`src/rtl/qam_demapper.sv`:
```
// qam_demapper: hard-decision BPSK/QPSK/16-QAM demapper.
// Slices packed {Q,I} samples into decision bits and serialises them MSB-first
// over a valid/ready bit stream, one bit per cycle with no gap between symbols.
// Optional build macro QAM_DEMAP_STATS_EN adds the sym_count accepted-symbol counter.
module qam_demapper #(
  parameter int IQ_W   = 16,
  parameter int THRESH = 2048
) (
  input  logic              clk,
  input  logic              rst,
  input  logic              enable,
  input  logic [1:0]        mode,
  input  logic [2*IQ_W-1:0] sample_in,
  input  logic              sample_valid,
  output logic              sample_ready,
  output logic              bit_out,
  output logic              bit_valid,
  input  logic              bit_ready,
  output logic              busy
`ifdef QAM_DEMAP_STATS_EN
  ,
  output logic [31:0]       sym_count
`endif
);

  typedef enum logic {
    IDLE  = 1'b0,
    SHIFT = 1'b1
  } state_t;

  localparam logic [1:0]      MODE_QPSK  = 2'd1;
  localparam logic [1:0]      MODE_QAM16 = 2'd2;
  localparam logic [IQ_W-1:0] THRESH_U   = IQ_W'(THRESH);
  localparam logic [IQ_W-1:0] MOST_NEG   = {1'b1, {(IQ_W-1){1'b0}}};
  localparam logic [IQ_W-1:0] MAX_POS    = {1'b0, {(IQ_W-1){1'b1}}};
  localparam logic [IQ_W-1:0] ONE        = IQ_W'(1);

  state_t          state_q, state_d;
  logic [3:0]      shift_q, shift_d;
  logic [2:0]      count_q, count_d;
  logic            ready_en_q, ready_en_d;

  logic [IQ_W-1:0] i_val;
  logic [IQ_W-1:0] q_val;
  logic            i_sign, q_sign, i_mag, q_mag;
  logic [3:0]      dec_bits;
  logic [2:0]      dec_n;
  logic            load;

  // Magnitude decision: |x| >= THRESH, with the most-negative code saturating
  // to the largest positive value so its negation cannot overflow.
  function automatic logic mag_bit(input logic [IQ_W-1:0] x);
    logic [IQ_W-1:0] a;
    if (x == MOST_NEG) begin
      a = MAX_POS;
    end else if (x[IQ_W-1]) begin
      a = ~x + ONE;
    end else begin
      a = x;
    end
    return (a >= THRESH_U);
  endfunction

  // Slice the presented sample into left-aligned decision bits and a bit count
  // for the currently selected mode; only used when the sample is accepted.
  always_comb begin
    i_val    = sample_in[IQ_W-1:0];
    q_val    = sample_in[2*IQ_W-1:IQ_W];
    i_sign   = i_val[IQ_W-1];
    q_sign   = q_val[IQ_W-1];
    i_mag    = mag_bit(i_val);
    q_mag    = mag_bit(q_val);
    dec_bits = {i_sign, 3'b000};
    dec_n    = 3'd1;
    case (mode)
      MODE_QPSK: begin
        dec_bits = {i_sign, q_sign, 2'b00};
        dec_n    = 3'd2;
      end
      MODE_QAM16: begin
        dec_bits = {i_sign, i_mag, q_sign, q_mag};
        dec_n    = 3'd4;
      end
      default: begin
        dec_bits = {i_sign, 3'b000};
        dec_n    = 3'd1;
      end
    endcase
  end

  // Next-state and handshake logic: accept in IDLE, shift out in SHIFT, and
  // hand straight over to a waiting sample when the final bit is taken.
  always_comb begin
    state_d      = state_q;
    shift_d      = shift_q;
    count_d      = count_q;
    ready_en_d   = 1'b1;
    sample_ready = 1'b0;
    bit_valid    = 1'b0;
    busy         = 1'b0;
    bit_out      = shift_q[3];
    load         = 1'b0;
    case (state_q)
      IDLE: begin
        sample_ready = enable && ready_en_q;
        if (sample_valid && sample_ready) begin
          load = 1'b1;
        end
      end
      SHIFT: begin
        bit_valid = 1'b1;
        busy      = 1'b1;
        if (bit_ready) begin
          if (count_q == 3'd1) begin
            sample_ready = enable && sample_valid;
            if (sample_ready) begin
              load = 1'b1;
            end else begin
              state_d = IDLE;
              count_d = 3'd0;
            end
          end else begin
            shift_d = {shift_q[2:0], 1'b0};
            count_d = count_q - 3'd1;
          end
        end
      end
      default: begin
        state_d = IDLE;
      end
    endcase
    if (load) begin
      shift_d = dec_bits;
      count_d = dec_n;
      state_d = SHIFT;
    end
  end

  // State, shift register, bit counter and the post-reset ready gate.
  always_ff @(posedge clk) begin
    if (rst) begin
      state_q    <= IDLE;
      shift_q    <= 4'b0000;
      count_q    <= 3'd0;
      ready_en_q <= 1'b0;
    end else begin
      state_q    <= state_d;
      shift_q    <= shift_d;
      count_q    <= count_d;
      ready_en_q <= ready_en_d;
    end
  end

`ifdef QAM_DEMAP_STATS_EN
  logic [31:0] sym_count_q, sym_count_d;

  // Accepted-symbol counter, wrapping naturally at 32 bits.
  always_comb begin
    sym_count_d = sym_count_q;
    if (load) begin
      sym_count_d = sym_count_q + 32'd1;
    end
  end

  // Counter register.
  always_ff @(posedge clk) begin
    if (rst) begin
      sym_count_q <= 32'd0;
    end else begin
      sym_count_q <= sym_count_d;
    end
  end

  assign sym_count = sym_count_q;
`endif

endmodule

```
`config.mk`:
```
export PLATFORM = sky130hd
export DESIGN_NAME = qam_demapper
export DESIGN_NICKNAME = d
export VERILOG_FILES = /design/src/rtl/qam_demapper.sv
export SDC_FILE = /design/constraint.sdc
export NUM_CORES = 1
export LEC_CHECK = 0
export CELL_PAD_IN_SITES_DETAIL_PLACEMENT = 0
export CELL_PAD_IN_SITES_GLOBAL_PLACEMENT = 2
export CORE_MARGIN = 3
export CORE_UTILIZATION = 21
export DETAILED_ROUTE_END_ITERATION = 10
export PLACE_DENSITY_LB_ADDON = 0.12
export SLEW_MARGIN = 10
export SYNTH_ARGS = -nofsm -noshare
export SYNTH_HDL_FRONTEND = slang
export SYNTH_SLANG_ARGS = --single-unit
```
`constraint.sdc`:
```
create_clock -name clk -period 2.6 [get_ports clk]
set_clock_uncertainty 0.05 [all_clocks]
set_input_delay 0.52 -clock clk [delete_from_list [all_inputs] [get_ports clk]]
set_output_delay 0.52 -clock clk [all_outputs]
set_load 0.01 [all_outputs]
```
==> flow_metrics.env, run 1 <==
export IMPL_routedWlPerCell_um=11.64
export IMPL_gr_total_overflow=0
export IMPL_synthArstFlopShare_pct=0
export IMPL_areaGrowthSynthToFinish_pct=65.97
export IMPL_clock_root_buffer="clkbuf_8"
export IMPL_drtPass1Iterations=5
export IMPL_syn_avg_cell_area_um2=8.205
export IMPL_fmax_mhz=405.5
export IMPL_dieArea_um2=4479
export IMPL_drc=0
export IMPL_vias=862
export IMPL_fin_util_pct=37.59
export IMPL_reg2reg_depth=6
export IMPL_rsz0062_at_grt="no"
export IMPL_io_pins=43
export IMPL_grt_pass1_wl_um=3560
export IMPL_cts_repair_resized=0
export IMPL_setup_viol=0
export IMPL_rr_startpoint="count_q[0]"
export IMPL_required_ns=2.03
export IMPL_hpwl_um=1773
export IMPL_layout_min_cycle_time_ns=2.466
export IMPL_ys_types=42
export IMPL_cp_max_fo=4
export IMPL_tightest_slew_ns=0.4142
export IMPL_synth_seq_cells=9
export IMPL_hold_worst_slack_ns=0.4503
export IMPL_nNetsFinal=185
export IMPL_p_leak_uw=0.0004981
export IMPL_fill_cells=364
export IMPL_clock_path_buffers=2
export IMPL_min_path_type="flip-flop to flip-flop"
export IMPL_yosys_top_cells_area="dfxtp_1, ha_1, inv_1"
export IMPL_htree_levels=1
export IMPL_ir_drop_v=0.00009307
export IMPL_antenna_cells=0
export IMPL_cts_buffers=3
export IMPL_startpoint_type="flip-flop"
export IMPL_yosysSeqAreaShare_pct=23.11
export IMPL_final_period_utilization_pct=94.85
export IMPL_status="completed"
export IMPL_slew_headroom_pct=72.39
export IMPL_cts_sinks=9
export IMPL_die_x_um=66.93
export IMPL_topRoutingLayerUsed="met4"
export IMPL_hold_violations=0
export IMPL_powerDensity_nw_per_um2=352.9
export IMPL_drive_gt1_share_pct=8.696
export IMPL_synth_cells=95
export IMPL_clk_pin_slew_ns=0.05
export IMPL_yosysTopAreaCell="dfxtp_1"
export IMPL_coreArea_um2=3442
export IMPL_postPlaceCellArea_um2=1241
export IMPL_fin_tns_setup_ns=0
export IMPL_port_buffers=42
export IMPL_antenna_found_initial=0
export IMPL_die_y_um=66.93
export IMPL_hp_start="shift_q[0]"
export IMPL_place_ws_ns=0.1125
export IMPL_syn_area_um2=779.5
export IMPL_layout_common_cells="clkdlybuf4s50_1, inv_1, dfxtp_1"
export IMPL_initial_core_util_pct=22.65
export IMPL_cp_arrival_ns=1.90
export IMPL_final_area_um2=1294
export IMPL_cp_end_kind="output pin"
export IMPL_slew_violations=0
export IMPL_wl_met1_um=915
export IMPL_antenna_left=0
export IMPL_min_path_cells=2
export IMPL_drtIter0Drc=24
export IMPL_worstSetupPathType="flip-flop to output pin"
export IMPL_syn_num_nets=141
export IMPL_grtUsageTotal_pct=10.25
export IMPL_grt_max_degree=10
export IMPL_drv_cap=0
export IMPL_synth_edf_count=0
export IMPL_clk_latency_ns=0.24
export IMPL_cts_hold_buffers=0
export IMPL_finalWirelength_um=2141
export IMPL_dr_wl_met3_um=235
export IMPL_dr_wl_met2_um=934
export IMPL_timing_critical_path_from="count_q[0]"
export IMPL_rows=21
export IMPL_grt_pass1_vias=856
export IMPL_viasPerCell=4.685
export IMPL_ys_flop_type="dfxtp_1"
export IMPL_yosys_warnings=0
export IMPL_setup_ws_ns=0.1339
export IMPL_final_common_cell="clkdlybuf4s50_1"
export IMPL_routabilityCongestion=0.7284
export IMPL_cts_tree="yes"
export IMPL_cts_setup_buffers=0
export IMPL_synth_top_area_share_pct=23.11
## cell families (layout without fill, tap and decap cells)
family / after synthesis / after routing / synth area share, %
AND/OR/NAND/NOR: 37 / 37 / 29.21
AO/OA/AOI/OAI: 24 / 24 / 23.60
buffers and inverters: 14 / 57 / 7.383
adder cells (fa/ha/maj): 7 / 7 / 11.24
flip-flops: 9 / 9 / 23.11
multiplexers: 4 / 4 / 5.457
## worst paths after layout
check | to | slack, ns
worst max register to register | count_q[2] | 0.77
worst max-delay path | sample_ready | 0.13
worst min register to register | shift_q[0] | 0.45
worst min-delay path | shift_q[0] | 0.45
## critical path, cell delays in order, from the launching register on
cell and delay [ns]:
dfxtp_1 0.38, ha_1 0.24, nor2b_4 0.20, nand4_1 0.10, a21boi_0 0.19, clkdlybuf4s50_1 0.56
## state kept, by name, indices dropped and copies added (netlist names)
register and flops:
shift_q 4, count_q 3, ready_en_q 1, state_q 1
## synth_stat cells (3+ instances only)
cell type / instances
inv_1: 11
dfxtp_1: 9
nor2_1: 8
ha_1: 7
nand2_1: 6
a21oi_1: 4
o21ai_0: 4
nand3_1: 3
nand4_1: 3
nor3_1: 3
## per-layer routing
metal / up-vias / track usage [%]
met1: 383 / 11.90
met5: - / 0
met3: 5 / 2.192
li1: 435 / -
met2: 39 / 17.08
met4: 0 / 6.076
## stage by stage
stage	instances	total power [µW]
final	184	456.5
after global routing	184	482.1
after CTS	184	459.7
after detailed placement	180	291.3
after global placement	180	290.6
after floorplan	95	209.2
## layout make-up
type | instances | area, µm² | area share [%]
Multi-Input combinational cell | 72 | 549.3 | 42.46
Timing Repair Buffer | 42 | 420.4 | 32.50
Sequential cell | 9 | 180.2 | 13.93
Tap cell | 46 | 57.56 | 4.449
Clock buffer | 4 | 45.04 | 3.482
Inverter | 11 | 41.29 | 3.191
## power by group
part | internal (µW) | switching (µW)
Clock | 107 | 59.2
Combinational | 84.9 | 52.8
Sequential | 146 | 6.26
(Power assumes the default switching activity.)
==> run 2, diff against run 1 <==
--- a/config.mk
+++ b/config.mk
@@ -8,10 +8,9 @@
 export CELL_PAD_IN_SITES_DETAIL_PLACEMENT = 0
 export CELL_PAD_IN_SITES_GLOBAL_PLACEMENT = 2
 export CORE_MARGIN = 3
-export CORE_UTILIZATION = 21
+export CORE_UTILIZATION = 18
 export DETAILED_ROUTE_END_ITERATION = 10
 export PLACE_DENSITY_LB_ADDON = 0.12
-export SLEW_MARGIN = 10
 export SYNTH_ARGS = -nofsm -noshare
 export SYNTH_HDL_FRONTEND = slang
 export SYNTH_SLANG_ARGS = --single-unit
==> constraint.sdc (replaced) <==
create_clock -name clk -period 2.2 [get_ports clk]
set_clock_uncertainty 0.05 [all_clocks]
set_input_delay 0.44 -clock clk [delete_from_list [all_inputs] [get_ports clk]]
set_output_delay 0.44 -clock clk [all_outputs]
set_load 0.01 [all_outputs]
==> run 2 against run 1 <==
- clock power is 15% higher
- wire length is 3.5% higher
- critical endpoint is now shift_q[0]
- final area is 5.5% higher
- sequential power is 18% higher
- sequential share of layout area is 0.73 points lower
- combinational power is 25% higher
- power is 19% higher
- die area is 15% higher
- worst hold slack better by 0.0086 ns
- worst setup slack worse by 0.043 ns
- flip-flop and latch count stayed put
- largest power group unchanged
- register-to-register slack worse by 0.24 ns
==> flow_metrics.env, run 2 (same netlist as run 1, synthesis figures left out) <==
export IMPL_status="completed"
export IMPL_clk_latency_ns=0.23
export IMPL_final_cells=198
export IMPL_die_x_um=71.81
export IMPL_areaGrowthSynthToFinish_pct=75.12
export IMPL_r2r_end="count_q[2]"
export IMPL_gr_total_overflow=0
export IMPL_regArea_um2=180.2
export IMPL_cp_end_kind="flip-flop"
export IMPL_initial_core_util_pct=19.08
export IMPL_final_area_um2=1365
export IMPL_fmax_mhz=474.1
export IMPL_wl_met1_um=994
export IMPL_dr_wl_met2_um=1046
export IMPL_clock_root_buffer="clkbuf_8"
export IMPL_min_path_type="flip-flop to flip-flop"
export IMPL_clock_path_buffers=2
export IMPL_nNetsFinal=195
export IMPL_rsz0062_at_grt="no"
export IMPL_vias=873
export IMPL_drc=0
export IMPL_largest_reg_flops=4
export IMPL_dieArea_um2=5156
export IMPL_cts_hold_buffers=0
export IMPL_clk_pin_slew_ns=0.04
export IMPL_top_regs="shift_q (4), count_q (3)"
export IMPL_routedWlPerCell_um=11.20
export IMPL_final_period_utilization_pct=95.88
export IMPL_min_path_cells=2
export IMPL_required_ns=2.25
export IMPL_fill_cells=443
export IMPL_cts_buffers=3
export IMPL_hp_start="shift_q[0]"
export IMPL_grt_pass1_wl_um=3684
export IMPL_setup_viol=0
export IMPL_grtUsageTotal_pct=9.091
export IMPL_hpwl_um=1910
export IMPL_routabilityCongestion=0.6862
export IMPL_cp_max_fo=2
export IMPL_grt_max_degree=9
export IMPL_finalWirelength_um=2217
export IMPL_p_total_uw=542.4
export IMPL_worstSetupPathType="input pin to flip-flop"
export IMPL_viasPerCell=4.409
export IMPL_io_pins=43
export IMPL_dr_wl_met3_um=149
export IMPL_top_register="shift_q"
export IMPL_multi_input_area_um2=541.8
export IMPL_tightest_slew_ns=0.3760
export IMPL_drv_cap=0
export IMPL_hold_end="shift_q[0]"
export IMPL_cp_arrival_ns=2.16
export IMPL_die_y_um=71.81
export IMPL_reg2reg_depth=7
export IMPL_hold_violations=0
export IMPL_drtPass1Iterations=4
export IMPL_powerDensity_nw_per_um2=397.3
export IMPL_antenna_cells=0
export IMPL_port_buffers=42
export IMPL_antenna_found_initial=0
export IMPL_cts_sinks=9
export IMPL_layout_common_cells="clkdlybuf4s50_1, inv_1, buf_4"
export IMPL_reg2reg_setup_slack_ns=0.53
export IMPL_slew_headroom_pct=74.76
export IMPL_rr_startpoint="count_q[0]"
export IMPL_grt_pass1_vias=810
export IMPL_drtIter0Drc=22
export IMPL_final_common_cell="clkdlybuf4s50_1"
export IMPL_place_inst=194
export IMPL_fin_tns_setup_ns=0
export IMPL_place_ws_ns=-0.1640
export IMPL_cts_setup_buffers=0
export IMPL_rows=23
export IMPL_cts_repair_resized=1
export IMPL_layout_min_cycle_time_ns=2.109
export IMPL_startpoint_type="input pin"
export IMPL_cts_tree="yes"
export IMPL_htree_levels=1
export IMPL_p_leak_uw=0.0005504
export IMPL_coreArea_um2=4086
export IMPL_ir_drop_v=0.0001879
export IMPL_postPlaceCellArea_um2=1321
export IMPL_antenna_left=0
export IMPL_slew_violations=0
export IMPL_topRoutingLayerUsed="met4"
export IMPL_setup_ws_ns=0.09056
export IMPL_drive_gt1_share_pct=14.19
run 2: stage by stage:
step | utilization [%] | hold slack [ns]
after global placement | 32.33 | 0.4562
after CTS | 33.40 | 0.4645
after detailed placement | 32.33 | 0.4567
after floorplan | - | 0.4137
final | 33.40 | 0.4589
after global routing | 33.40 | 0.4862
run 2: layer usage:
metal	global-route usage, %	vias up
met4	2.505	0
met2	15.00	27
met1	11.16	389
met3	3.226	2
met5	0	-
li1	-	455
run 2: layout make-up:
type	count	share of cell area, %
multi-input cells	72	39.69
repair buffers	52	36.21
flip-flops and latches	9	13.20
well taps	50	4.583
clock buffers	4	3.300
inverters	11	3.025
run 2: worst max-delay path: stages:
cell	delay, ns
clkdlybuf4s50_1	0.39
or4_4	0.57
nor4b_4	0.28
o221ai_2	0.13
a221oi_2	0.26
o41ai_2	0.08
run 2: report_power, final:
group	leakage [µW]	internal [µW]	switching, µW
Sequential	0.0000737	173	6.84
Clock	0.0000228	126	65.0
Combinational	0.000454	108	63.5
Total	0.000550	407	135
run 2: how the worst max path moves through the flow:
stage                       start          to  slack, ns  cells past startpoint
floorplan           sample_in[18]  shift_q[0]       0.35                      5
detailed placement  sample_in[18]  shift_q[0]      -0.16                      6
global placement    sample_in[18]  shift_q[0]      -0.12                      6
CTS                 sample_in[18]  shift_q[0]       0.08                      6
finish              sample_in[18]  shift_q[0]       0.09                      6
global route        sample_in[18]  shift_q[0]       0.03                      6
==> run 3, diff against run 2 <==
--- a/config.mk
+++ b/config.mk
@@ -11,6 +11,7 @@
 export CORE_UTILIZATION = 18
 export DETAILED_ROUTE_END_ITERATION = 10
 export PLACE_DENSITY_LB_ADDON = 0.12
+export RECOVER_POWER = 25
 export SYNTH_ARGS = -nofsm -noshare
 export SYNTH_HDL_FRONTEND = slang
 export SYNTH_SLANG_ARGS = --single-unit
==> run 3 against run 2 <==
- fmax hardly changed
- clock-buffer cell count stayed put
- worst setup slack hardly changed
- combinational power hardly changed
- clock power hardly changed
- non-clock buffer count stayed put
- critical path type unchanged
==> flow_metrics.env, run 3 (same netlist as run 1, synthesis figures left out) <==
export IMPL_cts_sinks=9
export IMPL_dieArea_um2=5156
export IMPL_hold_end="shift_q[0]"
export IMPL_startpoint_type="input pin"
export IMPL_cp_max_fo=2
export IMPL_gr_total_overflow=0
export IMPL_grt_pass1_wl_um=3684
export IMPL_routedWlPerCell_um=11.19
export IMPL_required_ns=2.25
export IMPL_io_pins=43
export IMPL_min_path_type="flip-flop to flip-flop"
export IMPL_worstSetupPathType="input pin to flip-flop"
export IMPL_seqPwrFrac_pct=33.2
export IMPL_antenna_cells=0
export IMPL_drc=0
export IMPL_status="completed"
export IMPL_die_x_um=71.81
export IMPL_hp_start="shift_q[0]"
export IMPL_routabilityCongestion=0.6862
export IMPL_finalWirelength_um=2216
export IMPL_rr_startpoint="count_q[0]"
export IMPL_htree_levels=1
export IMPL_final_common_cell="clkdlybuf4s50_1"
export IMPL_drtIter0Drc=22
export IMPL_final_period_utilization_pct=95.89
export IMPL_p_total_uw=541.2
export IMPL_clk_latency_ns=0.23
export IMPL_r2r_end="count_q[2]"
export IMPL_slew_violations=0
export IMPL_hpwl_um=1910
export IMPL_viasPerCell=4.409
export IMPL_slew_headroom_pct=74.76
export IMPL_grt_pass1_vias=810
export IMPL_pwr_share_comb_pct=31.5
export IMPL_intPower_uw=406.0
export IMPL_clock_root_buffer="clkbuf_8"
export IMPL_clkPwrFrac_pct=35.3
export IMPL_fin_tns_setup_ns=0
export IMPL_cts_tree="yes"
export IMPL_vias=873
export IMPL_die_y_um=71.81
export IMPL_areaGrowthSynthToFinish_pct=75.12
export IMPL_nNetsFinal=195
export IMPL_clock_path_buffers=2
export IMPL_top_register="shift_q"
export IMPL_drv_cap=0
export IMPL_reg2reg_depth=7
export IMPL_p_leak_uw=0.0005539
export IMPL_rsz0062_at_grt="no"
export IMPL_layout_min_cycle_time_ns=2.110
export IMPL_min_path_cells=2
export IMPL_switching_power_uw=135.2
export IMPL_grt_max_degree=9
export IMPL_drive_gt1_share_pct=14.19
export IMPL_timing_critical_path_from="sample_in[18]"
export IMPL_rows=23
export IMPL_coreArea_um2=4086
export IMPL_port_buffers=42
export IMPL_layout_common_cells="clkdlybuf4s50_1, inv_1, buf_4"
export IMPL_ir_drop_v=0.0001877
export IMPL_grtUsageTotal_pct=9.091
export IMPL_antenna_found_initial=0
export IMPL_clk_pin_slew_ns=0.04
export IMPL_antenna_left=0
export IMPL_reg2reg_setup_slack_ns=0.53
export IMPL_initial_core_util_pct=19.08
export IMPL_switching_share_pct=24.99
export IMPL_top_regs="shift_q (4), count_q (3)"
export IMPL_cts_buffers=3
export IMPL_hold_violations=0
export IMPL_fmax_mhz=474.0
export IMPL_cp_arrival_ns=2.16
export IMPL_drtPass1Iterations=4
export IMPL_powerDensity_nw_per_um2=396.5
export IMPL_cp_end_kind="flip-flop"
export IMPL_tightest_slew_ns=0.3760
export IMPL_largest_reg_flops=4
export IMPL_setup_viol=0
## run 3: per-layer routing
metal	global-route usage [%]	vias up	share of wire [%]
met5	0	-	0
met4	2.505	0	1.2
met3	3.226	2	6.7
met2	15.00	27	47
met1	11.16	389	45
li1	-	455	-
## run 3: power groups by stage
stage / registers [µW] / logic [µW] / clock network (µW)
after floorplan: 182 / 65.5 / 0
after global placement: 183 / 174 / 0
after detailed placement: 183 / 175 / 0
after CTS: 180 / 175 / 200
after global routing: 181 / 190 / 208
final: 180 / 170 / 191
## run 3: how the worst max path moves through the flow
stage	slack [ns]	cells after the start	end
6_report	0.09	6	shift_q[0]
5_1_grt	0.03	6	shift_q[0]
4_1_cts	0.08	6	shift_q[0]
3_5_place_dp	-0.16	6	shift_q[0]
3_3_place_gp	-0.12	6	shift_q[0]
2_1_floorplan	0.35	5	shift_q[0]
## run 3: layout make-up
class | count | area (µm²)
Clock buffer | 4 | 45.04
Sequential cell | 9 | 180.2
Fill cell | 443 | 2721
Tap cell | 50 | 62.56
Multi-Input combinational cell | 72 | 541.8
Timing Repair Buffer | 52 | 494.2
Inverter | 11 | 41.29
## run 3: worst max-delay path: stages
cell,delay [ns]
clkdlybuf4s50_1,0.39
or4_4,0.57
nor4b_4,0.28
o221ai_2,0.13
a221oi_2,0.26
o41ai_2,0.08
## run 3: through the flow
stage          instances  area [µm²]  setup slack [ns]  hold WS [ns]  util, %
3_5_place_dp         194        1321           -0.1640        0.4567    32.33
4_1_cts              198        1365           0.07909        0.4645    33.40
3_3_place_gp         194        1321           -0.1170        0.4562    32.33
2_1_floorplan         95       779.5            0.3475        0.4137        -
6_report             198        1365           0.09032        0.4589    33.40
5_1_grt              198        1365           0.03042        0.4862    33.40
## run 3: timing repair
action                     4_1_cts  5_1_grt
setup endpoints to repair        1        0
resized for setup                1        0
setup buffers                    0        0
hold buffers                     0        0
